### src/rtl/mnist_pkg.sv
// Shared constants, FSM state encoding and the margin helper for argmax_classifier.
// The margin helper is only referenced when ARGMAX_MARGIN_EN is defined.
package mnist_pkg;

    localparam int DATA_W      = 32;
    localparam int IDX_W       = 4;
    localparam int NUM_CLASSES = 10;

    localparam logic [IDX_W-1:0]  LAST_IDX   = 4'd9;
    localparam logic [DATA_W-1:0] SCORE_MIN  = {1'b1, {(DATA_W-1){1'b0}}};
    localparam logic [DATA_W-1:0] MARGIN_MAX = {1'b0, {(DATA_W-1){1'b1}}};

    typedef enum logic {
        IDLE = 1'b0,
        SCAN = 1'b1
    } state_t;

    // best - runner_up in DATA_W+1 bits, clamped to the largest positive score
    function automatic logic [DATA_W-1:0] sat_margin(
        input logic [DATA_W-1:0] best,
        input logic [DATA_W-1:0] runner
    );
        logic [DATA_W:0] diff;
        diff = {best[DATA_W-1], best} - {runner[DATA_W-1], runner};
        if (diff[DATA_W] || diff[DATA_W-1]) begin
            sat_margin = MARGIN_MAX;
        end else begin
            sat_margin = diff[DATA_W-1:0];
        end
    endfunction

endpackage

### src/rtl/argmax_cmp.sv
// Combinational signed compare of one candidate against the running best.
// Under ARGMAX_MARGIN_EN it also maintains the runner-up score.
module argmax_cmp
    import mnist_pkg::*;
(
    input  logic [DATA_W-1:0] best,
    input  logic [IDX_W-1:0]  best_idx,
    input  logic [DATA_W-1:0] cand,
    input  logic [IDX_W-1:0]  cand_idx,
    output logic [DATA_W-1:0] next_best,
    output logic [IDX_W-1:0]  next_idx
`ifdef ARGMAX_MARGIN_EN
    ,
    input  logic [DATA_W-1:0] runner,
    output logic [DATA_W-1:0] next_runner
`endif
);

    logic win_s;

    // Strictly-greater wins, so ties keep the lower index already held
    always_comb begin
        win_s = ($signed(cand) > $signed(best));
        if (win_s) begin
            next_best = cand;
            next_idx  = cand_idx;
        end else begin
            next_best = best;
            next_idx  = best_idx;
        end
    end

`ifdef ARGMAX_MARGIN_EN
    // Displaced best becomes runner-up; otherwise a larger loser replaces it
    always_comb begin
        if (win_s) begin
            next_runner = best;
        end else if ($signed(cand) > $signed(runner)) begin
            next_runner = cand;
        end else begin
            next_runner = runner;
        end
    end
`endif

endmodule

### src/rtl/argmax_classifier.sv
// Sequential argmax over ten snapshotted signed scores, one class per cycle.
// Optional ARGMAX_MARGIN_EN adds a saturated best-minus-runner-up margin output.
module argmax_classifier
    import mnist_pkg::*;
(
    input  logic              clk,
    input  logic              reset,
    input  logic              start,
    input  logic [DATA_W-1:0] score0,
    input  logic [DATA_W-1:0] score1,
    input  logic [DATA_W-1:0] score2,
    input  logic [DATA_W-1:0] score3,
    input  logic [DATA_W-1:0] score4,
    input  logic [DATA_W-1:0] score5,
    input  logic [DATA_W-1:0] score6,
    input  logic [DATA_W-1:0] score7,
    input  logic [DATA_W-1:0] score8,
    input  logic [DATA_W-1:0] score9,
    output logic              busy,
    output logic              valid,
    output logic [IDX_W-1:0]  class_idx,
    output logic [DATA_W-1:0] max_score
`ifdef ARGMAX_MARGIN_EN
    ,
    output logic [DATA_W-1:0] margin
`endif
);

    state_t            state_r;
    logic [DATA_W-1:0] score_s [NUM_CLASSES];
    logic [DATA_W-1:0] snap_r  [NUM_CLASSES];
    logic [DATA_W-1:0] best_r;
    logic [IDX_W-1:0]  best_idx_r;
    logic [IDX_W-1:0]  ctr_r;
    logic [DATA_W-1:0] cand_s;
    logic [DATA_W-1:0] next_best_s;
    logic [IDX_W-1:0]  next_idx_s;
`ifdef ARGMAX_MARGIN_EN
    logic [DATA_W-1:0] runner_r;
    logic [DATA_W-1:0] next_runner_s;
`endif

    assign score_s[0] = score0;
    assign score_s[1] = score1;
    assign score_s[2] = score2;
    assign score_s[3] = score3;
    assign score_s[4] = score4;
    assign score_s[5] = score5;
    assign score_s[6] = score6;
    assign score_s[7] = score7;
    assign score_s[8] = score8;
    assign score_s[9] = score9;

    // Select the snapshot entry addressed by the scan counter
    always_comb begin
        case (ctr_r)
            4'd1:    cand_s = snap_r[1];
            4'd2:    cand_s = snap_r[2];
            4'd3:    cand_s = snap_r[3];
            4'd4:    cand_s = snap_r[4];
            4'd5:    cand_s = snap_r[5];
            4'd6:    cand_s = snap_r[6];
            4'd7:    cand_s = snap_r[7];
            4'd8:    cand_s = snap_r[8];
            4'd9:    cand_s = snap_r[9];
            default: cand_s = snap_r[0];
        endcase
    end

    argmax_cmp u_cmp (
        .best        (best_r),
        .best_idx    (best_idx_r),
        .cand        (cand_s),
        .cand_idx    (ctr_r),
        .next_best   (next_best_s),
        .next_idx    (next_idx_s)
`ifdef ARGMAX_MARGIN_EN
        ,
        .runner      (runner_r),
        .next_runner (next_runner_s)
`endif
    );

    // Scan FSM: snapshot on start, fold one class per edge, publish at ctr=9
    always_ff @(posedge clk or posedge reset) begin
        if (reset) begin
            state_r    <= IDLE;
            busy       <= 1'b0;
            valid      <= 1'b0;
            class_idx  <= '0;
            max_score  <= '0;
            best_r     <= '0;
            best_idx_r <= '0;
            ctr_r      <= '0;
            for (int i = 0; i < NUM_CLASSES; i++) begin
                snap_r[i] <= '0;
            end
`ifdef ARGMAX_MARGIN_EN
            runner_r   <= '0;
            margin     <= '0;
`endif
        end else begin
            valid <= 1'b0;
            case (state_r)
                IDLE: begin
                    if (start) begin
                        for (int i = 0; i < NUM_CLASSES; i++) begin
                            snap_r[i] <= score_s[i];
                        end
                        best_r     <= score_s[0];
                        best_idx_r <= 4'd0;
                        ctr_r      <= 4'd1;
                        busy       <= 1'b1;
                        state_r    <= SCAN;
`ifdef ARGMAX_MARGIN_EN
                        runner_r   <= SCORE_MIN;
`endif
                    end else begin
                        busy <= 1'b0;
                    end
                end
                SCAN: begin
                    best_r     <= next_best_s;
                    best_idx_r <= next_idx_s;
`ifdef ARGMAX_MARGIN_EN
                    runner_r   <= next_runner_s;
`endif
                    if (ctr_r == LAST_IDX) begin
                        class_idx <= next_idx_s;
                        max_score <= next_best_s;
`ifdef ARGMAX_MARGIN_EN
                        margin    <= sat_margin(next_best_s, next_runner_s);
`endif
                        valid     <= 1'b1;
                        busy      <= 1'b0;
                        ctr_r     <= 4'd0;
                        state_r   <= IDLE;
                    end else begin
                        ctr_r <= ctr_r + 4'd1;
                    end
                end
                default: begin
                    busy    <= 1'b0;
                    state_r <= IDLE;
                end
            endcase
        end
    end

endmodule

### config.mk
export PLATFORM = sky130hd
export DESIGN_NAME = argmax_classifier
export DESIGN_NICKNAME = d
export VERILOG_FILES = /design/src/rtl/mnist_pkg.sv /design/src/rtl/argmax_cmp.sv /design/src/rtl/argmax_classifier.sv
export SDC_FILE = /design/constraint.sdc
export NUM_CORES = 1
export LEC_CHECK = 0
export CORE_ASPECT_RATIO = 0.8
export CORE_MARGIN = 2
export CORE_UTILIZATION = 55
export DETAILED_ROUTE_END_ITERATION = 12
export PLACE_DENSITY = 0.93
export SETUP_SLACK_MARGIN = 0.02
export SLEW_MARGIN = 10
export SYNTH_ARGS = -nofsm -noshare
export SYNTH_HDL_FRONTEND = slang
export SYNTH_SLANG_ARGS = --single-unit
### constraint.sdc
create_clock -name clk -period 38.1 [get_ports clk]
set_clock_uncertainty 0.1 [all_clocks]
set_input_delay 9.525 -clock clk [delete_from_list [all_inputs] [get_ports clk]]
set_output_delay 9.525 -clock clk [all_outputs]
set_load 0.1 [all_outputs]
Yosys cells after proc, flatten, opt, wreduce, memory -nomap -nowiden
Index checks and enable logic that the tools add are counted.
Word-level totals
  register bits after elaboration: 399
  latch bits: 0
  RAM bits: 0
  memory bits (read-only): 0
  bits of input ports: 323
  logic and storage cells: 51
  memories: 0
Cells by class
  $add $sub $neg: 1
  multipliers: 0
  divide/modulo/power cells: 0
  $lt $le $gt $ge: 1
  equality and inequality tests: 11
  shift-type cells: 0
  multiplexer cells: 17
  bitwise logic cells: 1
  reduce and logical (&&, ||, !) cells: 2
Operators by type and width (number)
  32-bit case mux with 9 select lines: 1
  32-bit 2-to-1 mux: 2
  32-bit case mux with 2 select lines: 1
  32-bit greater-than comparator: 1
  4-bit by 3-bit == test with 1-bit output (second input constant): 4
  4-bit 2-to-1 mux: 4
  4-bit case mux with 2 select lines: 2
  4-bit by 2-bit == test with 1-bit output (second input constant): 2
  4-bit == test (second input constant): 2
  1-bit 2-to-1 mux: 5
  4-bit by 1-bit adder with 4-bit output (second input constant): 1
  4-bit by 1-bit == test with 1-bit output (second input constant): 1
  1-bit case mux with 2 select lines: 2
  2-bit AND reduction: 2
  2-bit by 1-bit inequality test with 1-bit output (second input constant): 1
  2-bit inequality test (second input constant): 1
  1-bit NOT: 1

Depth between registers and ports, before layout
Gate-level depths: netlist of run 1.
  depth in word-level cells: 5
  depth in mapped cells: 18
  depth with buffers taken out: 13

By module
From an unflattened synthesis of run 1, not the netlist that was laid out.
Second synthesis, totals
  cells, all modules: 2265
  area total of the unflattened synthesis: 19237.2 sq um
By module, submodules not included
  argmax_classifier: instances 1, cells an instance 2112, area an instance 17958.5 sq um, seq. area each 9984.6 sq um
  argmax_cmp: instances 1, cells an instance 153, area an instance 1278.7 sq um, seq. area each 0.0 sq um

Worst setup path after synthesis of run 1
Ideal clock, no wire load.
  kind: in2reg
  from: input start
  to: register snap_r[100] in the netlist's numbering
  setup time: 65 ps
  arrival: 10773 ps
  required time: 37935 ps
  setup slack: 27161 ps
  stages: 7
  buffers on the path: 4
  path through: nor2b_1 -> clkbuf_1 -> clkbuf_1 -> clkbuf_1 -> clkbuf_1 -> nand2_1 -> nand2_1
On the way
  longest elaborated chain between the ends: 1
RTL lines
  start: declaration: line argmax_classifier.sv:8  | input logic start,
  2-bit AND reduction (no source line)
  end signal: indexed assignment: line argmax_classifier.sv:108  | snap_r[i] <= score_s[i];
  end: declaration: line argmax_classifier.sv:31  | logic [DATA_W-1:0] snap_r [NUM_CLASSES];
Every way passes these cells.
A chain may end at the register's enable or synchronous reset.

Worst setup path in the final report of run 1
  from: input start
  to: register snap_r[68] in the netlist's numbering
Same word-level chain as after synthesis.

==> results of run 1 <==
-- synthesized netlist by cell type, types with 2 or more instances --
master	number
nand3_1	13
o31ai_1	33
buf_1	4
a21o_1	34
buf_2	21
o2bb2ai_1	9
ha_1	32
nand4_1	16
mux2_2	29
inv_1	36
buf_4	2
a22oi_1	28
a21oi_1	56
o211ai_1	17
nor2b_1	2
a222oi_1	28
a221o_1	34
nor2_1	24
nand2_1	937
nand4_2	3
nor3_1	5
buf_6	3
clkbuf_1	103
and2_1	33
dfrtp_1	399
mux2i_1	19
a22o_1	18
a221oi_1	25
o21ai_0	6
o21ai_1	34
nand2b_1	3
-- critical path: stages --
cell and delay, ns:
clkdlybuf4s50_1 0.58, nor2b_4 0.54, buf_4 0.76, buf_4 0.96
buf_4 0.88, nand2_1 0.15, nand2_1 0.09
-- final timing paths --
path                                to  cells after the start
hold / removal             snap_r[130]                      2
setup reg to reg             best_r[4]                     12
min in group asynchronous   snap_r[35]                      2
hold reg to reg            snap_r[130]                      2
max in group asynchronous   snap_r[56]                      4
setup / recovery            snap_r[68]                      7
-- cell type report --
class | instances | area, µm² | share of cell area [%]
Clock buffer | 52 | 1120 | 4.79
Multi-Input combinational cell | 1454 | 7640 | 32.5
Inverter | 37 | 146 | 0.624
Clock inverter | 19 | 256 | 1.09
Timing Repair Buffer | 380 | 3770 | 16.0
Sequential cell | 399 | 9990 | 42.6
Antenna cell | 6 | 15.0 | 0.0640
Tap cell | 427 | 534 | 2.28
-- kinds of logic (layout without fill, tap and decap cells) --
logic type      count (synthesis)  count (layout)  share of synthesized area [%]
simple gates                 1043            1043                           22.7
other cells                     0               6                              0
mux                            48              48                           2.83
flops                         399             399                           54.7
buf+inv                       170             488                           3.80
compound gates                331             331                           13.8
fa+ha+maj                      32              32                           2.19
-- state kept, by name, summed over array words and instances (netlist names) --
register,cells
best_idx_r,4
busy,1
max_score,32
valid,1
class_idx,4
snap_r,320
state_r,1
best_r,32
ctr_r,4
-- per-layer routing --
| layer | up-vias | global-route usage (%) | routed length [µm] |
|---|---|---|---|
| met5 | - | 0 | 0 |
| met4 | 0 | 18.4 | 3390 |
| met3 | 195 | 7.77 | 6520 |
| met2 | 1082 | 54.0 | 28000 |
| met1 | 8066 | 44.1 | 21800 |
| li1 | 7357 | - | - |
-- through the flow --
step,area (µm²),power [mW],util [%]
2_1_floorplan,18300,1.56,-
5_1_grt,23500,2.46,71.9
6_report,23500,2.34,71.9
4_1_cts,23500,2.31,71.9
3_3_place_gp,22100,1.82,67.6
3_5_place_dp,22100,1.89,67.6
-- power breakdown --
part | internal, mW | switching, mW
Clock | 0.249 | 0.170
Combinational | 0.396 | 0.773
Sequential | 0.618 | 0.129
Total | 1.26 | 1.07
==> flow_metrics.py, run 1 <==
metrics = {
    "cells_and_area": {
        "fillers": 2298,
        "drive_above_1_share_pct": 6.07,
        "syn_to_final_growth_pct": 28.5,
        "final_cells": 2774,
        "nNetsFinal": 2666,
        "layout_common_cells": "nand2_1 (936), dfrtp_1 (398), clkdlybuf4s50_1 (360), a21oi_1 (56), clkbuf_16 (39)",
        "final_common_cell": "nand2_1",
    },
    "yosys": {
        "async_reset_ff_share_pct": 100,
        "synth_area_leaders": "dfrtp_1 (55%), nand2_1 (19%), ha_1 (2.2%), clkbuf_1 (2.1%), a221o_1 (1.9%)",
        "syn_inst": 2023,
        "synth.avg_cell_area_um2": 9.03,
        "synth_warnings": 0,
        "synth.largest_area_cell": "dfrtp_1",
        "synth_cell_types": 48,
        "synth_edf_count": 0,
        "ys_ff_latch": 399,
        "ys_seq_area_share_pct": 54.7,
        "synth_top_area_share_pct": 54.7,
        "synth_ff_type": "dfrtp_1",
        "synthesis.area_um2": 18300,
        "synth_nets": 2378,
    },
    "pwr": {
        "power_density_nw_per_um2": 99.5,
        "p_leak_nw": 11.5,
        "vdd_ir_drop_max_v": 0.000115,
    },
    "floorplan": {
        "die_w_um": 208,
        "core_um2": 32600,
        "io_pins": 361,
        "dieArea_um2": 34700,
        "rows": 59,
        "dieHeight_um": 167,
        "start_util_pct": 56.0,
    },
    "outcome": {
        "status": "completed",
    },
    "clock_tree": {
        "cts_made_buffers": 39,
        "cts.clk_slew.worst_paths_ns": 0.07,
        "cts_hold_buf": 0,
        "root_buffer": "clkbuf_16",
        "tritoncts": "built",
        "cts_buffer_depth": 3,
        "clock-sinks": 399,
        "htree_num_levels": 2,
        "cts_resized": 0,
        "clk_latency_ns": 0.55,
        "cts_setup_buffers": 0,
    },
    "timing": {
        "worst_hold_slack_ns": 0.372,
        "timing.setup.tns_ns": 0,
        "fmax_mhz": 75.8,
        "finalSetupViolCount": 0,
        "grt_setup_unrepaired": "no",
        "hold_viol_final": 0,
        "worst_pin_slew_ns": 1.19,
        "layout_worst_path_cycle_share_pct": 34.6,
        "slew_headroom_pct": 20.9,
        "fin_crit_ns": 13.19,
        "fin_ws_ns": 24.91,
        "final_max_slew_viol_count": 0,
    },
    "drt": {
        "dr.pass1.iters": 10,
        "totalWireLength_mm": 59.8,
        "viasPerCell": 6.02,
        "ant_nets": 0,
        "vias": 16700,
        "drc": 0,
        "wl_per_cell_um": 21.5,
        "drt_iter0_drc": 2116,
    },
    "worst_setup_path": {
        "startpoint_type": "input pin",
        "worstSetupStartpoint": "start",
        "crit_arrival_ns": 13.57,
        "crit_type": "in -> reg",
        "rrSetupSlack_ns": 31.39,
        "cp_max_fo": 108,
        "required_ns": 38.48,
        "r2r_start": "ctr_r[0]",
        "endpoint_kind": "flip-flop",
    },
    "placement": {
        "placedCellCount": 2697,
        "port_buffers": 360,
        "preCtsSetupSlack_ns": 24.40,
        "place_hpwl_mm": 41.2,
        "routabilityCongestion": 0.950,
    },
    "global_routing": {
        "grt_pass1_vias": 16700,
        "gr-total-overflow": 0,
        "grt_antenna_before_repair": 6,
        "track_usage_pct": 34.1,
        "grt_max_degree": 185,
        "grt_pass1_wl_mm": 92.3,
    },
    "hold_path": {
        "hp-start": "snap_r[130]",
        "hold_class": "reg -> reg",
    },
    "flow_run": {
        "drv_cap": 0,
    },
}
Note: power is estimated with default switching activity, not from simulation.
==> inputs of run 2 (changes only) <==
--- a/config.mk
+++ b/config.mk
@@ -7,9 +7,9 @@
 export LEC_CHECK = 0
 export CORE_ASPECT_RATIO = 0.8
 export CORE_MARGIN = 2
-export CORE_UTILIZATION = 55
+export CORE_UTILIZATION = 52
 export DETAILED_ROUTE_END_ITERATION = 12
-export PLACE_DENSITY = 0.93
+export PLACE_DENSITY = 0.89
 export SETUP_SLACK_MARGIN = 0.02
 export SLEW_MARGIN = 10
 export SYNTH_ARGS = -nofsm -noshare
==> constraint.sdc (replaced) <==
create_clock -name clk -period 13.2 [get_ports clk]
set_clock_uncertainty 0.1 [all_clocks]
set_input_delay 3.3 -clock clk [delete_from_list [all_inputs] [get_ports clk]]
set_output_delay 3.3 -clock clk [all_outputs]
set_load 0.1 [all_outputs]
==> run 2 against run 1 <==
Register-to-register slack worse by 25 ns. First-iteration DRC count shrank 6.5%. Sequential power grew to 2.9 times the previous value. Count of clock-buffer cells in the layout increased by 10. Via count decreased by 0.28%. Non-clock buffer count increased by 9. Critical path depth is 8 higher. Sequential cell count unchanged.
==> flow_metrics.py, run 2 (synthesis gave the netlist of run 1 again) <==
metrics = {
    "timing": {
        "layout_worst_path_cycle_share_pct": 49.7,
        "fin_ws_ns": 6.64,
        "hold_viol_final": 0,
        "grt_setup_unrepaired": "no",
        "fmax_mhz": 153,
        "timing.setup.tns_ns": 0,
        "final_max_slew_viol_count": 0,
        "slew_headroom_pct": 15.7,
        "worst_pin_slew_ns": 1.26,
        "fin_crit_ns": 6.56,
        "finalSetupViolCount": 0,
    },
    "worst_setup_path": {
        "endpoint_kind": "flip-flop",
        "worstSetupStartpoint": "ctr_r[3]",
        "reg2reg_depth": 15,
        "cp_max_fo": 36,
        "timing.rr.end": "best_r[24]",
        "r2r_start": "ctr_r[3]",
        "startpoint_type": "flip-flop",
        "crit_arrival_ns": 6.93,
        "crit_type": "reg -> reg",
        "required_ns": 13.57,
        "rrSetupSlack_ns": 6.64,
    },
    "floorplan": {
        "core_um2": 34700,
        "dieArea_um2": 36600,
        "start_util_pct": 52.7,
        "io_pins": 361,
        "die_w_um": 214,
        "dieHeight_um": 172,
        "rows": 61,
    },
    "clock_tree": {
        "clock-sinks": 399,
        "root_buffer": "clkbuf_16",
        "clk_latency_ns": 0.55,
        "cts_resized": 0,
        "cts_made_buffers": 40,
        "tritoncts": "built",
        "cts.clk_slew.worst_paths_ns": 0.06,
        "cts_setup_buffers": 0,
        "cts_buffer_depth": 3,
        "htree_num_levels": 2,
        "cts_hold_buf": 0,
    },
    "global_routing": {
        "grt_pass1_wl_mm": 93.9,
        "gr-total-overflow": 0,
        "track_usage_pct": 33.7,
        "grt_pass1_vias": 16800,
        "grt_max_degree": 203,
        "grt_antenna_before_repair": 3,
    },
    "drt": {
        "ant_nets": 0,
        "wl_per_cell_um": 21.7,
        "dr.pass1.iters": 9,
        "drc": 0,
        "drt_iter0_drc": 1979,
        "totalWireLength_mm": 61.3,
        "vias": 16700,
        "viasPerCell": 5.90,
    },
    "placement": {
        "routabilityCongestion": 0.914,
        "port_buffers": 360,
        "place_hpwl_mm": 43.3,
        "preCtsSetupSlack_ns": 6.78,
    },
    "cells_and_area": {
        "syn_to_final_growth_pct": 28.6,
        "nNetsFinal": 2676,
        "largest_register_ffs": 320,
        "drive_above_1_share_pct": 6.13,
        "fillers": 2661,
        "layout_common_cells": "nand2_1 (936), dfrtp_1 (398), clkdlybuf4s50_1 (360), a21oi_1 (56), clkbuf_16 (41)",
        "reg_top3": "snap_r: 320 flops, best_r: 32 flops, max_score: 32 flops",
        "top_register": "snap_r",
        "final_common_cell": "nand2_1",
    },
    "flow_run": {
        "drv_cap": 0,
    },
    "pwr": {
        "power_density_nw_per_um2": 286,
        "p_leak_nw": 11.5,
        "vdd_ir_drop_max_v": 0.000362,
    },
    "hold_path": {
        "worst_hold_path.endpoint": "snap_r[126]",
        "min_path_cells": 2,
        "hold_class": "reg -> reg",
        "hp-start": "snap_r[126]",
    },
    "outcome": {
        "status": "completed",
    },
}
-- run 2: cell types whose count changed in the layout (fill, tap and decap cells not counted), sizes merged --
cell / before / now
buf: 20 / 29
bufinv: 6 / 1
clkbuf: 52 / 62
clkinv: 10 / 7
clkinvlp: 0 / 1
diode: 6 / 1
inv: 40 / 38
-- run 2: worst max path at each step --
stage                     to  slack [ns]  cells past startpoint
2_1_floorplan  best_idx_r[0]        4.43                      1
3_3_place_gp     snap_r[223]        6.86                      6
3_5_place_dp       best_r[4]        6.78                      6
4_1_cts           best_r[15]        6.84                     15
5_1_grt            best_r[6]        6.43                     15
6_report          best_r[24]        6.64                     15
-- run 2: area by class of cell --
class / instances / area, µm² / share of cell area [%]
diodes: 1 / 2.50 / 0.0107
repair buffers: 389 / 3830 / 16.3
clock inverters: 10 / 82.6 / 0.352
well taps: 472 / 591 / 2.52
clock buffers: 62 / 1200 / 5.13
multi-input cells: 1454 / 7640 / 32.5
inverters: 37 / 143 / 0.607
flip-flops and latches: 399 / 9990 / 42.5
-- run 2: routing by layer --
metal | share of wire (%) | track usage, %
met5 | 0.042 | 0
met1 | 38 | 43.8
met2 | 47 | 54.6
met3 | 9.2 | 5.81
met4 | 5.5 | 17.7
-- run 2: report_power, final --
group	total, mW	internal (mW)	switching, mW
clock	1.13	0.648	0.481
combinational	3.39	1.16	2.23
sequential	2.19	1.78	0.408
-- run 2: critical path, cell delays in order, from the launching register on --
cell and delay (ns):
dfrtp_1 0.60, nand2b_1 0.50, buf_4 0.31, nor2_2 0.06, buf_4 0.24, a22o_1 0.27, a221oi_1 0.46, nand4_1 0.24
ha_1 0.38, a21oi_1 0.16, nand2_1 0.07, a221o_1 0.36, a211oi_2 0.42, nand3_2 0.77, a31oi_4 1.23, a221o_1 0.30
-- run 2: through the flow --
stage / power, mW / util (%) / instance area, µm² / hold slack (ns) / std cells
after detailed placement: 5.50 / 64.0 / 22200 / 0.362 / 2751
after floorplan: 4.51 / - / 18300 / 0.340 / 2023
final: 6.71 / 67.8 / 23500 / 0.373 / 2824
after global routing: 7.07 / 67.8 / 23500 / 0.391 / 2823
after CTS: 6.65 / 67.8 / 23500 / 0.377 / 2823
after global placement: 5.35 / 64.0 / 22200 / 0.354 / 2751
